**config.mk**
```make
export PLATFORM = sky130hd
export DESIGN_NAME = sump_tx_flat
export DESIGN_NICKNAME = d
export VERILOG_FILES = /design/src/rtl/sump_tx_if.sv /design/src/rtl/sump_tx.sv /design/src/flat_wrapper.sv
export SDC_FILE = /design/constraint.sdc
export NUM_CORES = 1
export LEC_CHECK = 0
export CAP_MARGIN = 5
export CORE_UTILIZATION = 34
export DETAILED_ROUTE_END_ITERATION = 12
export GPL_TIMING_DRIVEN = 0
export SLEW_MARGIN = 20
export SYNTH_ARGS = -nofsm -noshare
export SYNTH_HDL_FRONTEND = slang
export SYNTH_SLANG_ARGS = --single-unit
```
**constraint.sdc**
```tcl
create_clock -name clk_i -period 2.5 [get_ports clk_i]
set_input_delay 0.375 -clock clk_i [delete_from_list [all_inputs] [get_ports clk_i]]
set_output_delay 0.375 -clock clk_i [all_outputs]
set_load 0.1 [all_outputs]
```
**src/rtl/sump_tx_if.sv**
```systemverilog
// Handshake bundle between the capture controller, the sump_tx packer and
// the UART transmitter. The packer uses the slave view; the controller/UART
// side (or a bench standing in for both) uses the master view.
interface sump_tx_if;
   logic        tx_stb_i;
   logic        tx_sel_i;
   logic [31:0] data_i;
   logic [3:0]  grp_en_i;
   logic        tx_rdy_o;
   logic        tx_done_o;
   logic [7:0]  uart_data_o;
   logic        uart_stb_o;
   logic        uart_rdy_i;

   modport slave (
      input  tx_stb_i, tx_sel_i, data_i, grp_en_i, uart_rdy_i,
      output tx_rdy_o, tx_done_o, uart_data_o, uart_stb_o
   );

   modport master (
      output tx_stb_i, tx_sel_i, data_i, grp_en_i, uart_rdy_i,
      input  tx_rdy_o, tx_done_o, uart_data_o, uart_stb_o
   );
endinterface

```
**src/rtl/sump_tx.sv**
```systemverilog
// sump_tx: packs a 32-bit sample word (or the fixed device ID) into bytes,
// LSB first, skipping bytes of disabled channel groups.
module sump_tx #(
   parameter logic [31:0] ID_WORD = 32'h534C_4131
) (
   input  logic     clk_i,
   input  logic     rst_i,
   sump_tx_if.slave bus
);

   typedef enum logic {IDLE, SEND} state_t;

   state_t      state;
   logic [3:0]  mask;
   logic [1:0]  idx;
   logic [31:0] word;
   logic        last;
   logic        rdy_r;
   logic        stb_r;
   logic [7:0]  byte_r;

   logic [31:0] acc_word;
   logic [3:0]  acc_mask;
   logic [3:0]  rest_mask;

   // Index of the lowest set bit of a byte mask (caller guarantees nonzero).
   function automatic logic [1:0] low_bit(input logic [3:0] m);
      if (m[0])      return 2'd0;
      else if (m[1]) return 2'd1;
      else if (m[2]) return 2'd2;
      else           return 2'd3;
   endfunction

   // True when exactly one byte remains (caller guarantees nonzero).
   function automatic logic single(input logic [3:0] m);
      return (m & (m - 4'd1)) == 4'd0;
   endfunction

   // Byte i of a word.
   function automatic logic [7:0] pick(input logic [31:0] w, input logic [1:0] i);
      return w[{i, 3'b000} +: 8];
   endfunction

   // Candidate word/mask at acceptance and the mask left after the current byte.
   always_comb begin
      acc_word  = bus.tx_sel_i ? ID_WORD : bus.data_i;
      acc_mask  = bus.tx_sel_i ? 4'b1111 : bus.grp_en_i;
      rest_mask = mask & ~(4'b0001 << idx);
   end

   // Outputs are plain register reads; done fires in the cycle the final byte
   // is actually taken, so it qualifies the registered "last" flag with the
   // UART ready. uart_stb_o itself never depends on uart_rdy_i.
   assign bus.tx_rdy_o    = rdy_r;
   assign bus.uart_stb_o  = stb_r;
   assign bus.uart_data_o = byte_r;
   assign bus.tx_done_o   = stb_r & last & bus.uart_rdy_i;

   // Packer FSM: accept a word in IDLE, walk the enabled bytes in SEND.
   always_ff @(posedge clk_i or posedge rst_i) begin
      if (rst_i) begin
         state  <= IDLE;
         mask   <= 4'b0000;
         idx    <= 2'd0;
         word   <= 32'h0;
         last   <= 1'b0;
         rdy_r  <= 1'b1;
         stb_r  <= 1'b0;
         byte_r <= 8'h00;
      end else begin
         case (state)
            IDLE: begin
               // An all-zero mask drops the word silently and stays idle.
               if (bus.tx_stb_i && acc_mask != 4'b0000) begin
                  word   <= acc_word;
                  mask   <= acc_mask;
                  idx    <= low_bit(acc_mask);
                  last   <= single(acc_mask);
                  byte_r <= pick(acc_word, low_bit(acc_mask));
                  stb_r  <= 1'b1;
                  rdy_r  <= 1'b0;
                  state  <= SEND;
               end
            end
            SEND: begin
               // Without uart_rdy_i everything holds, so the byte stays stable.
               if (bus.uart_rdy_i) begin
                  mask <= rest_mask;
                  if (rest_mask != 4'b0000) begin
                     idx    <= low_bit(rest_mask);
                     last   <= single(rest_mask);
                     byte_r <= pick(word, low_bit(rest_mask));
                  end else begin
                     last  <= 1'b0;
                     stb_r <= 1'b0;
                     rdy_r <= 1'b1;
                     state <= IDLE;
                  end
               end
            end
            default: state <= IDLE;
         endcase
      end
   end

endmodule

```
**src/flat_wrapper.sv**
```systemverilog
// flat-port wrapper written by rule: the top's interface ports become plain ports
module sump_tx_flat 
#(
   parameter logic [31:0] ID_WORD = 32'h534C_4131
)
  (clk_i, rst_i, bus_tx_stb_i, bus_tx_sel_i, bus_data_i, bus_grp_en_i, bus_uart_rdy_i, bus_tx_rdy_o, bus_tx_done_o, bus_uart_data_o, bus_uart_stb_o);
  sump_tx_if bus_i ();
  input  logic clk_i;
  input  logic rst_i;
  input wire logic [$bits(bus_i.tx_stb_i)-1:0] bus_tx_stb_i;
  input wire logic [$bits(bus_i.tx_sel_i)-1:0] bus_tx_sel_i;
  input wire logic [$bits(bus_i.data_i)-1:0] bus_data_i;
  input wire logic [$bits(bus_i.grp_en_i)-1:0] bus_grp_en_i;
  input wire logic [$bits(bus_i.uart_rdy_i)-1:0] bus_uart_rdy_i;
  output wire logic [$bits(bus_i.tx_rdy_o)-1:0] bus_tx_rdy_o;
  output wire logic [$bits(bus_i.tx_done_o)-1:0] bus_tx_done_o;
  output wire logic [$bits(bus_i.uart_data_o)-1:0] bus_uart_data_o;
  output wire logic [$bits(bus_i.uart_stb_o)-1:0] bus_uart_stb_o;
  assign bus_i.tx_stb_i = bus_tx_stb_i;
  assign bus_i.tx_sel_i = bus_tx_sel_i;
  assign bus_i.data_i = bus_data_i;
  assign bus_i.grp_en_i = bus_grp_en_i;
  assign bus_i.uart_rdy_i = bus_uart_rdy_i;
  assign bus_tx_rdy_o = bus_i.tx_rdy_o;
  assign bus_tx_done_o = bus_i.tx_done_o;
  assign bus_uart_data_o = bus_i.uart_data_o;
  assign bus_uart_stb_o = bus_i.uart_stb_o;
  sump_tx #(.ID_WORD(ID_WORD)) u_core (.clk_i(clk_i), .rst_i(rst_i), .bus(bus_i));
endmodule
```
==> qor.csv, run 1 <==
metric,value,unit
status,"finished, final reports clean",
"slowest stage cell, crit path",sky130_fd_sc_hd__dlygate4sd2_1,
worst stage delay on the critical path,0.85,ns
synthesis-stage register bit count,50,
average vias per placed instance,5.56,
worst endpoint required time,2.12,ns
ANT cells,0,
number of vias after detailed routing,2888,
routed len/inst,18.2,µm
Final Wtd Congestion,0.884,
CTS tree,yes,
family with the most delay on the worst path,buffers and inverters,
Placed Instance Area,3630,µm²
worst ir drop on vdd,528,µV
part of the cycle the worst path needs,97.1,%
die extent in y,95.6,µm
CTS root buf,sky130_fd_sc_hd__clkbuf_8,
cell types with the largest area share after synthesis,"sky130_fd_sc_hd__dfrtp_1, sky130_fd_sc_hd__o21ai_0, sky130_fd_sc_hd__nand2_1",
number of antenna violations at the first check in global routing,0,
Post-Syn Area,2980,µm²
path depth of the worst reg2reg path,5,
"Clk pin slew, worst setup/hold paths",0.09,ns
global-route wire length before repair,15200,µm
worst-path cell chain,clkdlybuf4s50_1 > and3_1 > dlygate4sd2_1,
via count of the first global-routing pass,2847,
proportion of netlist area held by the largest area contributor,41.1,%
CP Depth,3,
initial core utilization,35.7,%
CTS Hold Buffers Added,0,
"buffers from clock root to sink, at most",2,
detailed placement HPWL,6870,µm
critical setup path kind,input port to primary output,
post-synthesis sequential area ratio,42.0,%
power density cells,1220,nW/µm²
Final TNS setup,0,ns
final setup violation count,0,
per-instance average area after synthesis,8.38,µm²
Congestion Overflow GR,0,
Post-DRT Antenna Nets,0,
leakage power summed over all cells,0.00154,µW
ports placed on the boundary,52,
Max Fclk,412,MHz
maximum number of pins on one net before global-route repair,27,
unrepaired setup endpoints after global routing,false,
count of buffering cells on the critical path with inverters included,2,
library cell with the largest summed area after synthesis,sky130_fd_sc_hd__dfrtp_1,
post-route cell area,3710,µm²
clock skew after layout,0.00877,ns
total number of nets in the final design,455,
crit path launch type,input port,
DRC Markers,0,
type of element capturing the critical path,primary output,
detailed router's first-iteration violation count,211,
worst relative slew slack,34.9,%
number of unique standard cell types used by synthesis,44,
CTS Buf Count,5,
count of final hold-check violations,0,
fillcell total,837,
critical-path maximum fanout,7,
overall track demand over capacity in global routing,22.4,%
Maximum Capacitance Violations,0,
clock latency reported for the late side of the worst-skew pair,0.30,ns
number of iterations in the first detailed-routing pass,5,
total count of max-transition violations in the final report,0,
Total Wirelength,9470,µm
Die Span X,95.6,µm
count of mapped cells out of synthesis,356,
type of the tightest min-delay check,input port to async pin,
transition at the pin with the smallest max-transition slack,0.973,ns
placement row count,33,
launching element of the worst setup path,bus_uart_rdy_i,
clock tree sinks,50,
layout cell share with drive strength beyond 1,7.25,%
die area,9150,µm²
"Arr. time, crit path",2.05,ns
start of the worst register-to-register path,u_core.mask[1],
count of H-tree levels built during CTS,2,
area grow syn2layout,24.4,%
area of the core,8340,µm²
number of warnings issued by yosys,0,
fin crit period,2.43,ns
number of I/O port buffers,50,
Post-Synthesis Net Count,397,
## per-layer routing
metal  part of all wire, %  vias up  wire length (µm)  track usage [%]
met5                     0        -                 0                0
met4                  0.74        0                70             3.98
met3                   5.8        6               545             3.51
met2                    48      107              4550             37.2
met1                    45     1404              4300             30.9
li1                      -     1371                 -                -
## cell usage after synthesis, drive strengths merged
cell type and count:
o2111ai 5, o21ai 52, a221oi 5, o311ai 1, o31ai 5, and2b 1
or2 2, a21oi 21, and3 2, mux2i 11, a31oi 1, or3b 1
a311oi 6, o22ai 6, a22o 3, o41ai 1, o211ai 2, nand3 11
a21o 1, nor2b 1, dfrtp 49, nand2 52, o31a 1, maj3 2
or4 2, buf 12, nor3 2, a211o 1, a21boi 1, inv 10
dfstp 1, o2bb2ai 1, nor4 3, mux2 5, clkbuf 17, nor2 25
nand2b 27, o21a 7
## cells by family after synthesis
logic type	share of synthesized area [%]
AND/OR/NAND/NOR	20.5
AO/OA/AOI/OAI	25.6
flip-flops	42.0
buffers and inverters	5.71
multiplexers	5.58
adder cells (fa/ha/maj)	0.671
## metrics by stage
stage,setup WS [ns],std cells,hold WS (ns),utilization [%],total power [µW]
after floorplan,0.293,356,0.445,-,3300
after global placement,-0.220,511,0.451,43.3,4020
after detailed placement,-0.209,512,0.453,43.6,4060
after CTS,0.0684,519,0.465,44.5,4520
after global routing,0.0268,519,0.496,44.5,4850
final,0.0730,519,0.455,44.5,4540
## cells in the final DEF, fill, tap and decap left out, types with 2 or more instances in the layout
cell type	count
sky130_fd_sc_hd__a21oi_1	21
sky130_fd_sc_hd__a221oi_1	5
sky130_fd_sc_hd__a22o_1	3
sky130_fd_sc_hd__a311oi_1	6
sky130_fd_sc_hd__and3_1	2
sky130_fd_sc_hd__buf_1	3
sky130_fd_sc_hd__buf_2	7
sky130_fd_sc_hd__buf_6	2
sky130_fd_sc_hd__clkbuf_1	19
sky130_fd_sc_hd__clkbuf_8	5
sky130_fd_sc_hd__clkdlybuf4s50_1	49
sky130_fd_sc_hd__dfrtp_1	49
sky130_fd_sc_hd__inv_1	9
sky130_fd_sc_hd__maj3_1	2
sky130_fd_sc_hd__mux2_2	5
sky130_fd_sc_hd__mux2i_1	11
sky130_fd_sc_hd__nand2_1	52
sky130_fd_sc_hd__nand2b_1	27
sky130_fd_sc_hd__nand3_1	11
sky130_fd_sc_hd__nor2_1	24
sky130_fd_sc_hd__nor3_1	2
sky130_fd_sc_hd__nor4_1	3
sky130_fd_sc_hd__o2111ai_1	5
sky130_fd_sc_hd__o21a_1	7
sky130_fd_sc_hd__o21ai_0	49
sky130_fd_sc_hd__o21ai_1	3
sky130_fd_sc_hd__o22ai_1	6
sky130_fd_sc_hd__o31ai_1	5
sky130_fd_sc_hd__or2_2	2
## area by class of cell
class                   count  area (µm²)  area share (%)
plain buffers              29         133            3.58
clock buffers               7        76.3            2.06
inverters                  10        37.5            1.01
multi-input cells         267        1560            42.0
flip-flops and latches     50        1250            33.8
well taps                 105         131            3.54
repair buffers             51         519            14.0
## timing repair
action / CTS / global route
setup buffers: 0 / 0
endpoints found under the setup margin: 1 / 0
resized for setup: 1 / 0
## worst register-to-register path: stages (launching register included)
cell and delay, ns:
sky130_fd_sc_hd__dfrtp_1 0.42, sky130_fd_sc_hd__clkbuf_1 0.40, sky130_fd_sc_hd__o21ai_1 0.41, sky130_fd_sc_hd__o21a_1 0.29, sky130_fd_sc_hd__a221oi_1 0.34, sky130_fd_sc_hd__o31ai_1 0.12
## state kept, by name, summed over array words and instances (netlist names)
register,cells
u_core.last,1
u_core.word,32
u_core.idx,2
u_core.bus.uart_stb_o,1
u_core.mask,4
u_core.bus.tx_rdy_o,1
u_core.bus.uart_data_o,8
u_core.state,1
## path summary, 6_finish.rpt
check                                       endpoint  slack [ns]
min reg2reg                      u_core.bus.tx_rdy_o        0.46
max                                    bus_tx_done_o        0.07
min in group clk_i               u_core.bus.tx_rdy_o        0.46
max in group asynchronous        u_core.bus.tx_rdy_o        1.42
max reg2reg                u_core.bus.uart_data_o[7]        0.41
min                                  u_core.word[31]        0.46
## where the power goes
part           total [µW]  switching [µW]  internal, µW
registers            1410             232          1180
logic                2670            1790           878
clock network         461             267           194
total                4540            2290          2250
(Power assumes the default switching activity.)
==> inputs of run 2 (changes only) <==
==> constraint.sdc (replaced) <==
create_clock -name clk_i -period 2 [get_ports clk_i]
set_input_delay 0.3 -clock clk_i [delete_from_list [all_inputs] [get_ports clk_i]]
set_output_delay 0.3 -clock clk_i [all_outputs]
set_load 0.1 [all_outputs]
==> run 2 against run 1 <==
  * Die area unchanged
  * First-iteration DRC count up 12%
  * Hold slack got worse by 0.15 ns
  * Register-to-register slack worse by 0.33 ns
  * Flip-flop and latch count did not move
  * Routed wire length is 1.1% lower
  * Utilization up 0.72 points
  * Sequential power up 26%
  * Combinational power is 25% higher
  * Critical path depth up 4
  * Largest cell class unchanged
==> qor.csv, run 2 (same netlist as run 1, synthesis figures left out) <==
metric,value,unit
status,"finished, final reports clean",
worst ir drop on vdd,644,µV
Total Wirelength,9360,µm
Post-Place Setup Slack,-0.581,ns
PnR Total Power,5710,µW
number of vias after detailed routing,2907,
worst-path cell chain,buf_4 > or4_1 > o22ai_2 > o31a_2 > buf_8 > a21oi_1 > a22o_1,
critical setup path kind,flip-flop to flip-flop,
CTS tree,yes,
final cell count without fillers,520,
"slowest stage cell, crit path",sky130_fd_sc_hd__or4_1,
Die Span X,95.6,µm
clock latency reported for the late side of the worst-skew pair,0.31,ns
worst stage delay on the critical path,0.52,ns
count of final hold-check violations,0,
type of element capturing the critical path,flip-flop,
count of buffering cells on the critical path with inverters included,2,
ports placed on the boundary,52,
number of iterations in the first detailed-routing pass,7,
number of I/O port buffers,50,
type of the tightest min-delay check,input port to async pin,
Maximum Capacitance Violations,0,
detailed placement HPWL,6780,µm
fillcell total,855,
number of antenna violations at the first check in global routing,0,
CTS Hold Buffers Added,0,
register bank with the most flops,u_core.word,
proportion of power drawn by combinational gates,58.4,%
worst endpoint required time,2.20,ns
sequential cell fraction of total power,31.1,%
post-placement cell count,512,
total count of max-transition violations in the final report,0,
average vias per placed instance,5.59,
Post-DRT Antenna Nets,0,
detailed router's first-iteration violation count,237,
CTS Buf Count,5,
initial core utilization,35.7,%
"Clk pin slew, worst setup/hold paths",0.09,ns
unrepaired setup endpoints after global routing,true,
relative contribution of the clock network to total power,10.5,%
net switching component of the power,2880,µW
Placed Instance Area,3630,µm²
fraction of power spent switching nets,50.5,%
Congestion Overflow GR,0,
via count of the first global-routing pass,2848,
layout cell share with drive strength beyond 1,12.0,%
worst relative slew slack,36.5,%
crit path launch type,flip-flop,
global-route wire length before repair,15100,µm
family with the most delay on the worst path,compound AO/OA/AOI/OAI gates,
final setup violation count,0,
area grow syn2layout,26.4,%
total number of nets in the final design,455,
most common library cell in the layout ignoring fill and taps,sky130_fd_sc_hd__nand2_1,
power density cells,1510,nW/µm²
die area,9150,µm²
Final Wtd Congestion,0.897,
fin crit period,1.92,ns
Worst Slack Setup Final,0.0805,ns
CTS root buf,sky130_fd_sc_hd__clkbuf_8,
number of flip-flops in the largest register,32,
utilization of the core after routing,45.2,%
transition at the pin with the smallest max-transition slack,0.956,ns
routed len/inst,18.0,µm
critical-path maximum fanout,10,
post-route cell area,3770,µm²
DRC Markers,0,
"buffers from clock root to sink, at most",2,
clock tree sinks,50,
"Arr. time, crit path",2.12,ns
placement row count,33,
part of the cycle the worst path needs,96.0,%
Cell Int Power,2820,µW
clock skew after layout,0.00802,ns
count of H-tree levels built during CTS,2,
die extent in y,95.6,µm
leakage power summed over all cells,0.00163,µW
CP Depth,7,
overall track demand over capacity in global routing,22.3,%
Max Fclk,521,MHz
area of the core,8340,µm²
highest-count cells in the layout ignoring fill and taps,"sky130_fd_sc_hd__nand2_1, sky130_fd_sc_hd__o21ai_0, sky130_fd_sc_hd__dfrtp_1",
ANT cells,0,
maximum number of pins on one net before global-route repair,33,
path depth of the worst reg2reg path,7,
[run 2: final timing paths]
check / start / to / slack, ns
worst max register to register: u_core.idx[1] / u_core.bus.uart_data_o[0] / 0.08
worst min-delay path: rst_i / u_core.mask[3] / 0.30
max in group asynchronous: rst_i / u_core.word[5] / 1.18
min in group clk_i: u_core.bus.tx_rdy_o / u_core.bus.tx_rdy_o / 0.46
worst min register to register: u_core.bus.tx_rdy_o / u_core.bus.tx_rdy_o / 0.46
worst max-delay path: u_core.idx[1] / u_core.bus.uart_data_o[0] / 0.08
[run 2: worst reg2reg max path, cell delays in order (launching register included)]
cell and delay, ns:
sky130_fd_sc_hd__dfrtp_1 0.37, sky130_fd_sc_hd__buf_4 0.17, sky130_fd_sc_hd__or4_1 0.52, sky130_fd_sc_hd__o22ai_2 0.15, sky130_fd_sc_hd__o31a_2 0.20, sky130_fd_sc_hd__buf_8 0.14, sky130_fd_sc_hd__a21oi_1 0.05, sky130_fd_sc_hd__a22o_1 0.21
[run 2: routing by layer]
metal	vias up	wire [µm]	global-route usage [%]	part of all wire, %
met3	10	604	3.35	6.5
met2	116	4410	36.1	47
li1	1380	-	-	-
met4	0	119	6.59	1.3
met1	1401	4230	30.6	45
met5	-	0	0	0
[run 2: layout make-up]
cell class / count / area, µm² / area share, %
Clock buffer: 8 / 80.1 / 2.12
Tap cell: 105 / 131 / 3.49
Multi-Input combinational cell: 267 / 1590 / 42.3
Inverter: 10 / 37.5 / 0.996
Sequential cell: 50 / 1250 / 33.2
Timing Repair Buffer: 53 / 514 / 13.6
Buffer: 27 / 159 / 4.22
[run 2: what timing repair did]
action	CTS	global route
endpoints found under the hold margin	0	0
buffers inserted	1	1
resized for setup	29	17
setup endpoints to repair	55	18
pin swaps	1	2
[run 2: metrics by stage]
step,setup TNS [ns],hold WS [ns]
2_1_floorplan,0,0.445
3_3_place_gp,-48.60,0.453
3_5_place_dp,-21.23,0.457
4_1_cts,0,0.319
5_1_grt,-0.00498,0.359
6_report,0,0.301
[run 2: power groups by stage]
stage	combinational, µW	sequential [µW]	clock [µW]
2_1_floorplan	1730	2400	0
3_3_place_gp	3270	1760	0
3_5_place_dp	3310	1770	0
4_1_cts	3280	1740	604
5_1_grt	3640	1840	646
6_report	3330	1770	598
==> inputs of run 3 (changes only) <==
--- a/config.mk
+++ b/config.mk
@@ -8,8 +8,8 @@
 export CAP_MARGIN = 5
 export CORE_UTILIZATION = 34
 export DETAILED_ROUTE_END_ITERATION = 12
-export GPL_TIMING_DRIVEN = 0
 export SLEW_MARGIN = 20
 export SYNTH_ARGS = -nofsm -noshare
 export SYNTH_HDL_FRONTEND = slang
 export SYNTH_SLANG_ARGS = --single-unit
+export TNS_END_PERCENT = 1
==> run 3 against run 2 <==
  * Clock skew shrank 0.0024 ns
  * Critical path type is now input port to flip-flop
  * Sequential share of layout area is 0.95 points lower
  * Sequential power hardly changed
==> qor.csv, run 3 (same netlist as run 1, synthesis figures left out) <==
metric,value,unit
transition at the pin with the smallest max-transition slack,0.414,ns
worst reg2reg endpoint,u_core.bus.uart_data_o[2],
die area,9150,µm²
CTS tree,yes,
most used routing layer in global routing,met2,
via count of the first global-routing pass,2667,
initial core utilization,35.7,%
start of the worst register-to-register path,u_core.mask[2],
M2 GR Usage,31.7,%
number of iterations in the first detailed-routing pass,4,
most common library cell in the layout ignoring fill and taps,sky130_fd_sc_hd__nand2_1,
"slowest stage cell, crit path",sky130_fd_sc_hd__clkdlybuf4s50_1,
ANT cells,0,
"Arr. time, crit path",2.11,ns
CTS Buf Count,5,
area of the core,8340,µm²
launching element of the worst setup path,bus_grp_en_i[2],
critical setup path kind,input port to flip-flop,
number of vias after detailed routing,2726,
number of flip-flops in the largest register,32,
worst relative slew slack,72.2,%
maximum number of pins on one net before global-route repair,42,
number of I/O port buffers,51,
part of the cycle the worst path needs,95.1,%
clock tree sinks,50,
layout cell share with drive strength beyond 1,16.2,%
routed len/inst,15.6,µm
Maximum Capacitance Violations,0,
path depth of the worst reg2reg path,6,
placement row count,33,
Congestion Overflow GR,0,
CTS root buf,sky130_fd_sc_hd__clkbuf_8,
overall track demand over capacity in global routing,19.7,%
count of buffering cells on the critical path with inverters included,2,
clock latency reported for the late side of the worst-skew pair,0.30,ns
Post-DRT Antenna Nets,0,
detailed router's first-iteration violation count,193,
type of the tightest min-delay check,input port to async pin,
worst stage delay on the critical path,0.47,ns
PnR Total Power,5760,µW
register bank with the most flops,u_core.word,
type of element capturing the critical path,flip-flop,
final setup violation count,0,
unrepaired setup endpoints after global routing,false,
total number of nets in the final design,459,
"buffers from clock root to sink, at most",2,
DRC Markers,0,
reg-to-reg setup timing slack,0.14,ns
met1 usage,27.9,%
critical-path maximum fanout,5,
routing usage on met3,2.71,%
Max Fclk,526,MHz
Die Span X,95.6,µm
clock skew after layout,0.00558,ns
CP Depth,7,
Worst Slack Setup Final,0.0983,ns
leakage power summed over all cells,0.00169,µW
count of final hold-check violations,0,
endpoint of the most critical setup path,u_core.bus.uart_data_o[6],
total count of max-transition violations in the final report,0,
area grow syn2layout,30.1,%
die extent in y,95.6,µm
worst endpoint required time,2.21,ns
family with the most delay on the worst path,buffers and inverters,
"Clk pin slew, worst setup/hold paths",0.09,ns
highest-count cells in the layout ignoring fill and taps,"sky130_fd_sc_hd__nand2_1, sky130_fd_sc_hd__o21ai_0, sky130_fd_sc_hd__dfrtp_1",
fin crit period,1.90,ns
global-route wire length before repair,13600,µm
power density cells,1490,nW/µm²
worst ir drop on vdd,607,µV
Post-Place Setup Slack,-0.237,ns
number of antenna violations at the first check in global routing,0,
Total Wirelength,8190,µm
CTS Hold Buffers Added,0,
Final Wtd Congestion,0.850,
detailed placement HPWL,6170,µm
count of H-tree levels built during CTS,2,
ports placed on the boundary,52,
average vias per placed instance,5.20,
crit path launch type,input port,
status,"finished, final reports clean",
worst-path cell chain,clkdlybuf4s50_1 > buf_4 > and2b_1 > or2_2 > mux2i_1 > o21a_1 > o41ai_2,
## run 3: changes by cell type in the layout (fill, tap and decap cells not counted), moves of 4 or more
cell | before | now
sky130_fd_sc_hd__buf_4 | 6 | 39
sky130_fd_sc_hd__clkbuf_1 | 12 | 1
sky130_fd_sc_hd__dlygate4sd2_1 | 11 | 0
sky130_fd_sc_hd__buf_12 | 1 | 5
sky130_fd_sc_hd__clkdlybuf4s50_1 | 36 | 40
sky130_fd_sc_hd__clkbuf_2 | 10 | 0
## run 3: repair_timing
| item | 4_1_cts | 5_1_grt |
|---|---|---|
| setup buffers | 0 | 0 |
| endpoints found under the hold margin | 0 | 0 |
| gates resized for setup | 0 | 2 |
| endpoints found under the setup margin | 0 | 1 |
## run 3: layout make-up
type	instances	area [µm²]
fill	825	4460
multi-input combinational	267	1570
sequential	50	1250
timing repair buffer	84	793
tap	105	131
clock buffer	7	86.3
inverter	10	37.5
clock inverter	1	5.00
## run 3: how the worst min path moves through the flow
stage,start,cells after the start,slack (ns),endpoint
floorplan,u_core.word[12],2,0.44,u_core.word[12]
global placement,u_core.bus.tx_rdy_o,2,0.45,u_core.bus.tx_rdy_o
detailed placement,u_core.bus.tx_rdy_o,2,0.46,u_core.bus.tx_rdy_o
CTS,rst_i,2,0.31,u_core.mask[1]
global route,rst_i,2,0.35,u_core.word[25]
finish,rst_i,2,0.29,u_core.word[25]
## run 3: layer usage
layer  part of all wire, %  routed length, µm  vias to the layer above
li1                      -                  -                     1384
met1                    47               3810                     1279
met2                    48               3950                       58
met3                   4.3                354                        5
met4                  0.92                 75                        0
met5                     0                  0                        -
## run 3: through the flow
stage                     hold WS (ns)  setup TNS (ns)  instances  util, %  cell area, µm²
final                            0.291               0        524     46.5            3880
after global routing             0.347               0        524     46.5            3880
after CTS                        0.306               0        524     46.4            3870
after detailed placement         0.458           -7.64        516     45.3            3770
after global placement           0.455           -6.34        516     45.3            3770
after floorplan                  0.445               0        356        -            2980
## run 3: power breakdown
group          leakage [µW]  switching, µW  total [µW]  internal (µW)
Clock             0.0000482            338         618            280
Combinational       0.00102           2100        3340           1240
Sequential         0.000623            328        1800           1470
